[config.mk]
export PLATFORM = sky130hd
export DESIGN_NAME = nn_neuron_mac
export DESIGN_NICKNAME = d
export VERILOG_FILES = /design/src/rtl/nn_neuron_mac.sv
export SDC_FILE = /design/constraint.sdc
export NUM_CORES = 2
export LEC_CHECK = 0
export ABC_AREA = 1
export BUFFER_PORTS_ARGS = -buffer_cell sky130_fd_sc_hd__buf_2
export CAP_MARGIN = 20
export CELL_PAD_IN_SITES_DETAIL_PLACEMENT = 0
export CELL_PAD_IN_SITES_GLOBAL_PLACEMENT = 1
export CORE_UTILIZATION = 43
export CTS_BUF_LIST = sky130_fd_sc_hd__clkbuf_16
export DETAILED_ROUTE_END_ITERATION = 8
export GPL_TIMING_DRIVEN = 0
export MAX_ROUTING_LAYER = met4
export PLACE_DENSITY_LB_ADDON = 0.1
export SLEW_MARGIN = 15
export SYNTH_ARGS = -nofsm -noshare
export SYNTH_HDL_FRONTEND = slang
export SYNTH_SLANG_ARGS = --single-unit
[constraint.sdc]
create_clock -name clk -period 28.6 [get_ports clk]
set_clock_uncertainty 0.05 [all_clocks]
set_input_delay 4.29 -clock clk [delete_from_list [all_inputs] [get_ports clk]]
set_output_delay 4.29 -clock clk [all_outputs]
set_load 0.005 [all_outputs]
[src/rtl/nn_neuron_mac.sv]
// Single-neuron evaluator: serial single-precision MAC over N_INPUTS samples, bias add, then activation.
// Optional macro NN_LEAKY_RELU_EN enables leaky ReLU for act_mode 2'b10 (otherwise that mode is plain ReLU).
module nn_neuron_mac #(
    parameter int N_INPUTS   = 6,
    parameter int AW         = $clog2(N_INPUTS + 1),
    parameter int LEAK_SHIFT = 3
) (
    input  logic          clk,
    input  logic          rst_n,
    input  logic          wr_en,
    input  logic [AW-1:0] wr_addr,
    input  logic [31:0]   wr_data,
    input  logic          start,
    input  logic [1:0]    act_mode,
    input  logic          x_valid,
    input  logic [31:0]   x_data,
    output logic          x_ready,
    output logic          out_valid,
    input  logic          out_ready,
    output logic [31:0]   out,
    output logic          eoc,
    output logic          busy
);

    generate
        if (N_INPUTS < 2 || N_INPUTS > 64 || LEAK_SHIFT < 1 || LEAK_SHIFT > 7) begin : g_param_check
            $error("nn_neuron_mac: parameter out of range");
        end
    endgenerate

    localparam logic [AW-1:0] LAST_IDX  = AW'(N_INPUTS - 1);
    localparam logic [AW-1:0] BIAS_ADDR = AW'(N_INPUTS);
`ifdef NN_LEAKY_RELU_EN
    localparam logic [7:0]    LEAK_E    = 8'(LEAK_SHIFT);
`endif

    typedef enum logic [2:0] {IDLE, ACCUM, BIAS, ACT, DONE} state_t;

    state_t        state, state_next;
    logic [31:0]   acc, acc_next;
    logic [AW-1:0] idx, idx_next;
    logic [1:0]    mode, mode_next;
    logic [31:0]   out_next;
    logic          out_valid_next;
    logic          eoc_next;
    logic [31:0]   w [0:N_INPUTS];
    logic [31:0]   prod, addend, sum;

    // Round-to-nearest-even and pack; sig carries the leading one in bit 23.
    function automatic logic [31:0] fp_pack(input logic s, input logic signed [9:0] e,
                                            input logic [23:0] sig, input logic g, input logic st);
        logic              rnd;
        logic [24:0]       mr;
        logic signed [9:0] e2;
        logic [22:0]       m;
        logic [31:0]       res;
        rnd = g & (st | sig[0]);
        mr  = {1'b0, sig} + {24'b0, rnd};
        if (mr[24]) begin
            e2 = e + 10'sd1;
            m  = mr[23:1];
        end else begin
            e2 = e;
            m  = mr[22:0];
        end
        if (e2 >= 10'sd255)
            res = {s, 8'hFF, 23'b0};
        else if (e2 <= 10'sd0)
            res = {s, 31'b0};
        else
            res = {s, e2[7:0], m};
        return res;
    endfunction

    // Denormal operands are treated as zero; results that would be denormal flush to zero.
    function automatic logic [31:0] fp_mul(input logic [31:0] a, input logic [31:0] b);
        logic              s;
        logic [47:0]       p;
        logic signed [9:0] e;
        logic [31:0]       res;
        s = a[31] ^ b[31];
        p = {24'b0, 1'b1, a[22:0]} * {24'b0, 1'b1, b[22:0]};
        e = $signed({2'b00, a[30:23]}) + $signed({2'b00, b[30:23]}) - 10'sd127;
        if ((a[30:23] == 8'hFF && a[22:0] != '0) || (b[30:23] == 8'hFF && b[22:0] != '0))
            res = 32'h7FC0_0000;
        else if (a[30:23] == 8'hFF || b[30:23] == 8'hFF)
            res = (a[30:23] == 8'h00 || b[30:23] == 8'h00) ? 32'h7FC0_0000 : {s, 8'hFF, 23'b0};
        else if (a[30:23] == 8'h00 || b[30:23] == 8'h00)
            res = {s, 31'b0};
        else if (p[47])
            res = fp_pack(s, e + 10'sd1, p[47:24], p[23], |p[22:0]);
        else
            res = fp_pack(s, e, p[46:23], p[22], |p[21:0]);
        return res;
    endfunction

    function automatic logic [31:0] fp_add(input logic [31:0] a, input logic [31:0] b);
        logic [31:0]       x, y;
        logic [7:0]        d8;
        logic [5:0]        sh;
        logic [26:0]       mx, my, r;
        logic [53:0]       al;
        logic [27:0]       sm;
        logic signed [9:0] e;
        logic [31:0]       res;
        if (a[30:0] >= b[30:0]) begin
            x = a;
            y = b;
        end else begin
            x = b;
            y = a;
        end
        d8 = x[30:23] - y[30:23];
        sh = (d8 > 8'd27) ? 6'd27 : d8[5:0];
        mx = {1'b1, x[22:0], 3'b000};
        al = {1'b1, y[22:0], 3'b000, 27'b0} >> sh;
        // Bits shifted past the round position collapse into a sticky bit.
        my = {al[53:28], al[27] | (|al[26:0])};
        e  = $signed({2'b00, x[30:23]});
        sm = '0;
        r  = '0;
        if (x[31] == y[31]) begin
            sm = {1'b0, mx} + {1'b0, my};
            if (sm[27]) begin
                r = {sm[27:2], sm[1] | sm[0]};
                e = e + 10'sd1;
            end else begin
                r = sm[26:0];
            end
        end else begin
            r = mx - my;
            for (int unsigned i = 0; i < 26; i++) begin
                if (!r[26] && r != '0) begin
                    r = {r[25:0], 1'b0};
                    e = e - 10'sd1;
                end
            end
        end
        if ((a[30:23] == 8'hFF && a[22:0] != '0) || (b[30:23] == 8'hFF && b[22:0] != '0))
            res = 32'h7FC0_0000;
        else if (a[30:23] == 8'hFF)
            res = (b[30:23] == 8'hFF && a[31] != b[31]) ? 32'h7FC0_0000 : a;
        else if (b[30:23] == 8'hFF)
            res = b;
        else if (a[30:23] == 8'h00 && b[30:23] == 8'h00)
            res = {a[31] & b[31], 31'b0};
        else if (a[30:23] == 8'h00)
            res = b;
        else if (b[30:23] == 8'h00)
            res = a;
        else if (r == '0)
            res = 32'h0;
        else
            res = fp_pack(x[31], e, r[26:3], r[2], |r[1:0]);
        return res;
    endfunction

    function automatic logic [31:0] activate(input logic [31:0] v, input logic [1:0] m);
        logic [31:0] res;
        res = v[31] ? 32'h0 : v;
        case (m)
            2'b00: res = v;
`ifdef NN_LEAKY_RELU_EN
            2'b10: begin
                if (!v[31])
                    res = v;
                else if (v[30:23] <= LEAK_E)
                    res = 32'h8000_0000;
                else
                    res = {1'b1, v[30:23] - LEAK_E, v[22:0]};
            end
`endif
            default: res = v[31] ? 32'h0 : v;
        endcase
        return res;
    endfunction

    // Weight/bias store: plain registers, deliberately not reset so weights survive an abort.
    always_ff @(posedge clk) begin
        if (wr_en && (state == IDLE || state == DONE) && wr_addr <= BIAS_ADDR)
            w[wr_addr] <= wr_data;
    end

    // One shared adder: MAC term while accumulating, bias word in BIAS.
    always_comb begin
        prod   = fp_mul(x_data, w[idx]);
        addend = (state == BIAS) ? w[BIAS_ADDR] : prod;
        sum    = fp_add(acc, addend);
    end

    always_ff @(posedge clk or negedge rst_n) begin
        if (!rst_n) begin
            state     <= IDLE;
            acc       <= '0;
            idx       <= '0;
            mode      <= '0;
            out       <= '0;
            out_valid <= 1'b0;
            eoc       <= 1'b0;
        end else begin
            state     <= state_next;
            acc       <= acc_next;
            idx       <= idx_next;
            mode      <= mode_next;
            out       <= out_next;
            out_valid <= out_valid_next;
            eoc       <= eoc_next;
        end
    end

    always_comb begin
        state_next     = state;
        acc_next       = acc;
        idx_next       = idx;
        mode_next      = mode;
        out_next       = out;
        out_valid_next = out_valid;
        eoc_next       = 1'b0;
        x_ready        = 1'b0;
        busy           = (state != IDLE);
        case (state)
            IDLE: begin
                if (start) begin
                    acc_next   = '0;
                    idx_next   = '0;
                    mode_next  = act_mode;
                    state_next = ACCUM;
                end
            end
            ACCUM: begin
                x_ready = 1'b1;
                if (x_valid) begin
                    acc_next = sum;
                    idx_next = idx + 1'b1;
                    if (idx == LAST_IDX)
                        state_next = BIAS;
                end
            end
            BIAS: begin
                acc_next   = sum;
                state_next = ACT;
            end
            ACT: begin
                out_next       = activate(acc, mode);
                out_valid_next = 1'b1;
                eoc_next       = 1'b1;
                state_next     = DONE;
            end
            DONE: begin
                if (out_ready) begin
                    out_valid_next = 1'b0;
                    state_next     = IDLE;
                end
            end
            default: state_next = IDLE;
        endcase
    end

endmodule

==> results_tabular.tex <==
\begin{tabular}{lr}
\hline
Metric & Value \\
\hline
\multicolumn{2}{l}{\textbf{Outcome}} \\
\quad Result of the run & finished with violations \\
\quad Violated checks & negative setup slack \\
\multicolumn{2}{l}{\textbf{STA}} \\
\quad Aggregate negative setup slack & -102.64 ns \\
\quad Total count of max-transition violations in the final report & 0 \\
\quad Min Clock Period, post-route & about 32 ns \\
\quad Transition time at the pin with the least slew margin & around 1.2 ns \\
\quad Share of the cycle needed by the critical path after routing & 112\% \\
\quad RSZ-0062 raised after global routing & true \\
\quad Maximum frequency from static timing analysis & approximately 0.031 GHz \\
\quad Final worst setup slack & -3.38 ns \\
\quad Final count of negative-setup-slack endpoints & 31 \\
\quad Final number of hold-violating endpoints & 0 \\
\quad Rel. slew slack & 17.2\% \\
\multicolumn{2}{l}{\textbf{Routing}} \\
\quad Violation count after the first detailed-route iteration & 4732 \\
\quad Vias & between 60000 and 70000 \\
\quad Detailed Routing Iterations Pass 1 & 6 \\
\quad Vias per cell & 5.48 \\
\quad Post-route ant nets & 0 \\
\quad Routed WL & 237000 um \\
\quad Routed wire per std cell & between 20 and 25 um \\
\quad DRC viols & 0 \\
\multicolumn{2}{l}{\textbf{Clock network}} \\
\quad Total of hold buffers inserted after clock tree synthesis & 0 \\
\quad CTS tree & done \\
\quad CTS buffer count & 34 \\
\quad Clk slew on worst S/H paths & roughly 0.050 ns \\
\quad TritonCTS Sinks & 298 \\
\quad Clock Tree Root & clkbuf\_16 \\
\quad Maximum clock insertion buffer count & 3 \\
\quad H-tree level count & 2 \\
\quad Skew-Pair Late Insertion Delay & approximately 0.55 ns \\
\multicolumn{2}{l}{\textbf{Logic synthesis}} \\
\quad Number of distinct library cells after synthesis & between 80 and 90 \\
\quad Number of flops mapped to enable cells by yosys & around 220 \\
\quad Share of flip-flops with an asynchronous set or reset after synthesis & around 25\% \\
\quad Ys Warns & 0 \\
\quad Most frequently used flop master after synthesis & edfxtp\_1 \\
\quad Number of cells produced by synthesis & between 9000 and 10000 \\
\quad Syn\_area\_per\_cell & 6.43 um\^{}2 \\
\quad Synthesis-stage register bit count & 298 \\
\quad Synth Cell Area & between 0.05 and 0.06 mm\^{}2 \\
\quad Sequential element share of the synthesized area & 14.7\% \\
\quad Nets in the synthesized netlist & 9927 \\
\multicolumn{2}{l}{\textbf{Layout}} \\
\quad Summed area of non-filler cells in the final layout & around 0.07 mm\^{}2 \\
\quad Fraction of final layout cells with drive strength greater than 1 & between 10\% and 20\% \\
\quad Final net count & 10400 \\
\quad Area Growth Syn to Fin & 19.6\% \\
\quad Leading cell type in the layout, fill and taps excluded & nand2\_1 \\
\quad Non-filler cells, final & about 11000 \\
\quad Leading cell types in the layout, fill and taps excluded & nand2\_1, inv\_1, nand3\_1 \\
\multicolumn{2}{l}{\textbf{Placement}} \\
\quad DPL Wire Length & roughly 190000 um \\
\quad Number of buffers inserted by port buffering & 109 \\
\quad Placed Cells incl. Taps & 11000 \\
\quad Instance area at placement & between 0.06 and 0.07 mm\^{}2 \\
\quad Gpl congestion & 1.02 \\
\multicolumn{2}{l}{\textbf{Critical path}} \\
\quad Nature of the critical path startpoint & primary input \\
\quad Delay of the slowest cell on the worst path & slightly below 0.6 ns \\
\quad Crit path arrival time & $\sim$32 ns \\
\quad Kind of critical path & in -> reg \\
\quad Critical Path Slowest Stage Cell & fa\_1 \\
\quad CP dominant cell by count & nand2\_2 \\
\quad Biggest fanout along the worst timing path & 10 \\
\quad Worst Setup End Kind & register \\
\quad Crit path required time & about 29 ns \\
\multicolumn{2}{l}{\textbf{Die}} \\
\quad Effective utilization at floorplan & 43.5\% \\
\quad Overall die area & approximately 0.14 mm\^{}2 \\
\quad Number of primary I/O pins & around 110 \\
\quad Die Wd & around 370 um \\
\quad Num rows & 134 \\
\quad Die span in y & $\sim$370 um \\
\quad Core area & 0.134 mm\^{}2 \\
\multicolumn{2}{l}{\textbf{GRT}} \\
\quad Wire length of the first global-routing pass & 357000 um \\
\quad GR Overflow Total & 0 \\
\quad Antenna violations before repair & 3 \\
\quad Via count of the first global-routing pass & 60100 \\
\quad Overall routing resource usage & a little over a third \\
\quad Largest net degree at the start of global routing & 52 \\
\multicolumn{2}{l}{\textbf{Flow run}} \\
\quad Total of max-cap violations & 0 \\
\multicolumn{2}{l}{\textbf{Min path}} \\
\quad Worst hold path class & reg -> reg \\
\hline
\end{tabular}
[path summary, 6_finish.rpt]
path	from	slack, ns	cells past startpoint	endpoint
hold / removal	out[26]	0.42	2	out[26]
setup / recovery	x_data[12]	-3.38	195	acc[5]
max in group asynchronous	rst_n	24.30	2	acc[7]
setup reg to reg	idx[0]	-3.08	206	acc[5]
hold reg to reg	out[26]	0.42	2	out[26]
min in group asynchronous	rst_n	3.60	1	out[27]
[Yosys cell counts, types with 8 or more instances]
cell type / instances / area [um^2]
clkinv_1: 29 / 109
nor2_2: 45 / 282
dfrtp_1: 74 / 1850
nor2_4: 17 / 191
nor2_1: 791 / 2970
nor3_1: 73 / 365
or2_2: 30 / 188
buf_2: 46 / 230
fa_1: 484 / 9690
nand2_2: 147 / 920
o21bai_1: 12 / 90.1
mux2i_1: 27 / 270
o32ai_1: 8 / 70.1
o22ai_1: 16 / 100
o21ai_0: 224 / 1120
a31oi_1: 33 / 206
nand4_1: 173 / 1080
ha_1: 304 / 3800
nand3b_1: 26 / 195
a32o_1: 23 / 230
inv_1: 1342 / 5040
xor2_1: 96 / 841
nand2_4: 24 / 270
clkbuf_1: 193 / 724
nor4_1: 46 / 288
o21ai_1: 77 / 385
xnor2_1: 31 / 272
buf_1: 28 / 105
buf_6: 15 / 169
o211ai_1: 15 / 113
buf_4: 14 / 105
nand3_1: 1223 / 6120
a21oi_1: 216 / 1080
inv_2: 98 / 368
nand3_2: 54 / 541
nand4_2: 9 / 113
and2_1: 14 / 87.6
nand2_1: 2662 / 9990
edfxtp_1: 224 / 6730
[state kept, by name (all words and copies together) (netlist names)]
signal / flops
acc: 32
out_valid: 1
out: 32
w: 224
idx: 3
mode: 2
state: 3
eoc: 1
[metal layers]
layer,vias up,track usage [%],wire length (um)
met2,2065,58.1,112000
met4,0,17.2,14100
met3,458,5.01,15600
met5,-,-,0
li1,29800,-,-
met1,29600,41.8,95700
[cell type report]
cell class	instances	area, um^2
Tap cell	1768	2210
Clock buffer	34	851
Timing Repair Buffer	399	3190
Inverter	1476	5650
Clock inverter	25	218
Sequential cell	298	8580
Timing Repair inverter	1	8.76
Buffer	303	2280
Multi-Input combinational cell	6987	46700
Antenna cell	3	7.51
Fill cell	13800	64300
[cell families after synthesis]
logic type | after synthesis | synth area share [%]
flip-flops | 298 | 14.7
adder cells (fa/ha/maj) | 788 | 23.2
multiplexers | 27 | 0.464
XOR/XNOR | 132 | 2.05
AO/OA/AOI/OAI | 690 | 6.83
buffers and inverters | 1780 | 12.0
AND/OR/NAND/NOR | 5349 | 40.8
[critical path: cells and delay by family]
kind            cells  cell delay [ns]
fa+ha+maj          33            10.02
compound gates     15             2.12
buf+inv            36             4.47
simple gates      111            11.31
[metrics by stage]
step	worst slack (ns)	utilization (%)	hold WS [ns]
after global routing	-4.57	52.0	0.455
after floorplan	-1.34	-	0.398
after detailed placement	-8.58	46.5	0.412
final	-3.38	52.0	0.425
after global placement	-8.59	46.3	0.412
after CTS	-3.40	50.8	0.427
[timing repair]
item                                    CTS  global route
endpoints found under the setup margin   32            31
pin swaps                               204           227
cloned                                   13             1
gates resized for setup                 672           304
setup buffers                           192            69
Power is left out: the tool's default activity adds up to more than one toggle a clock period on the data nets, which glitch-free logic cannot reach.
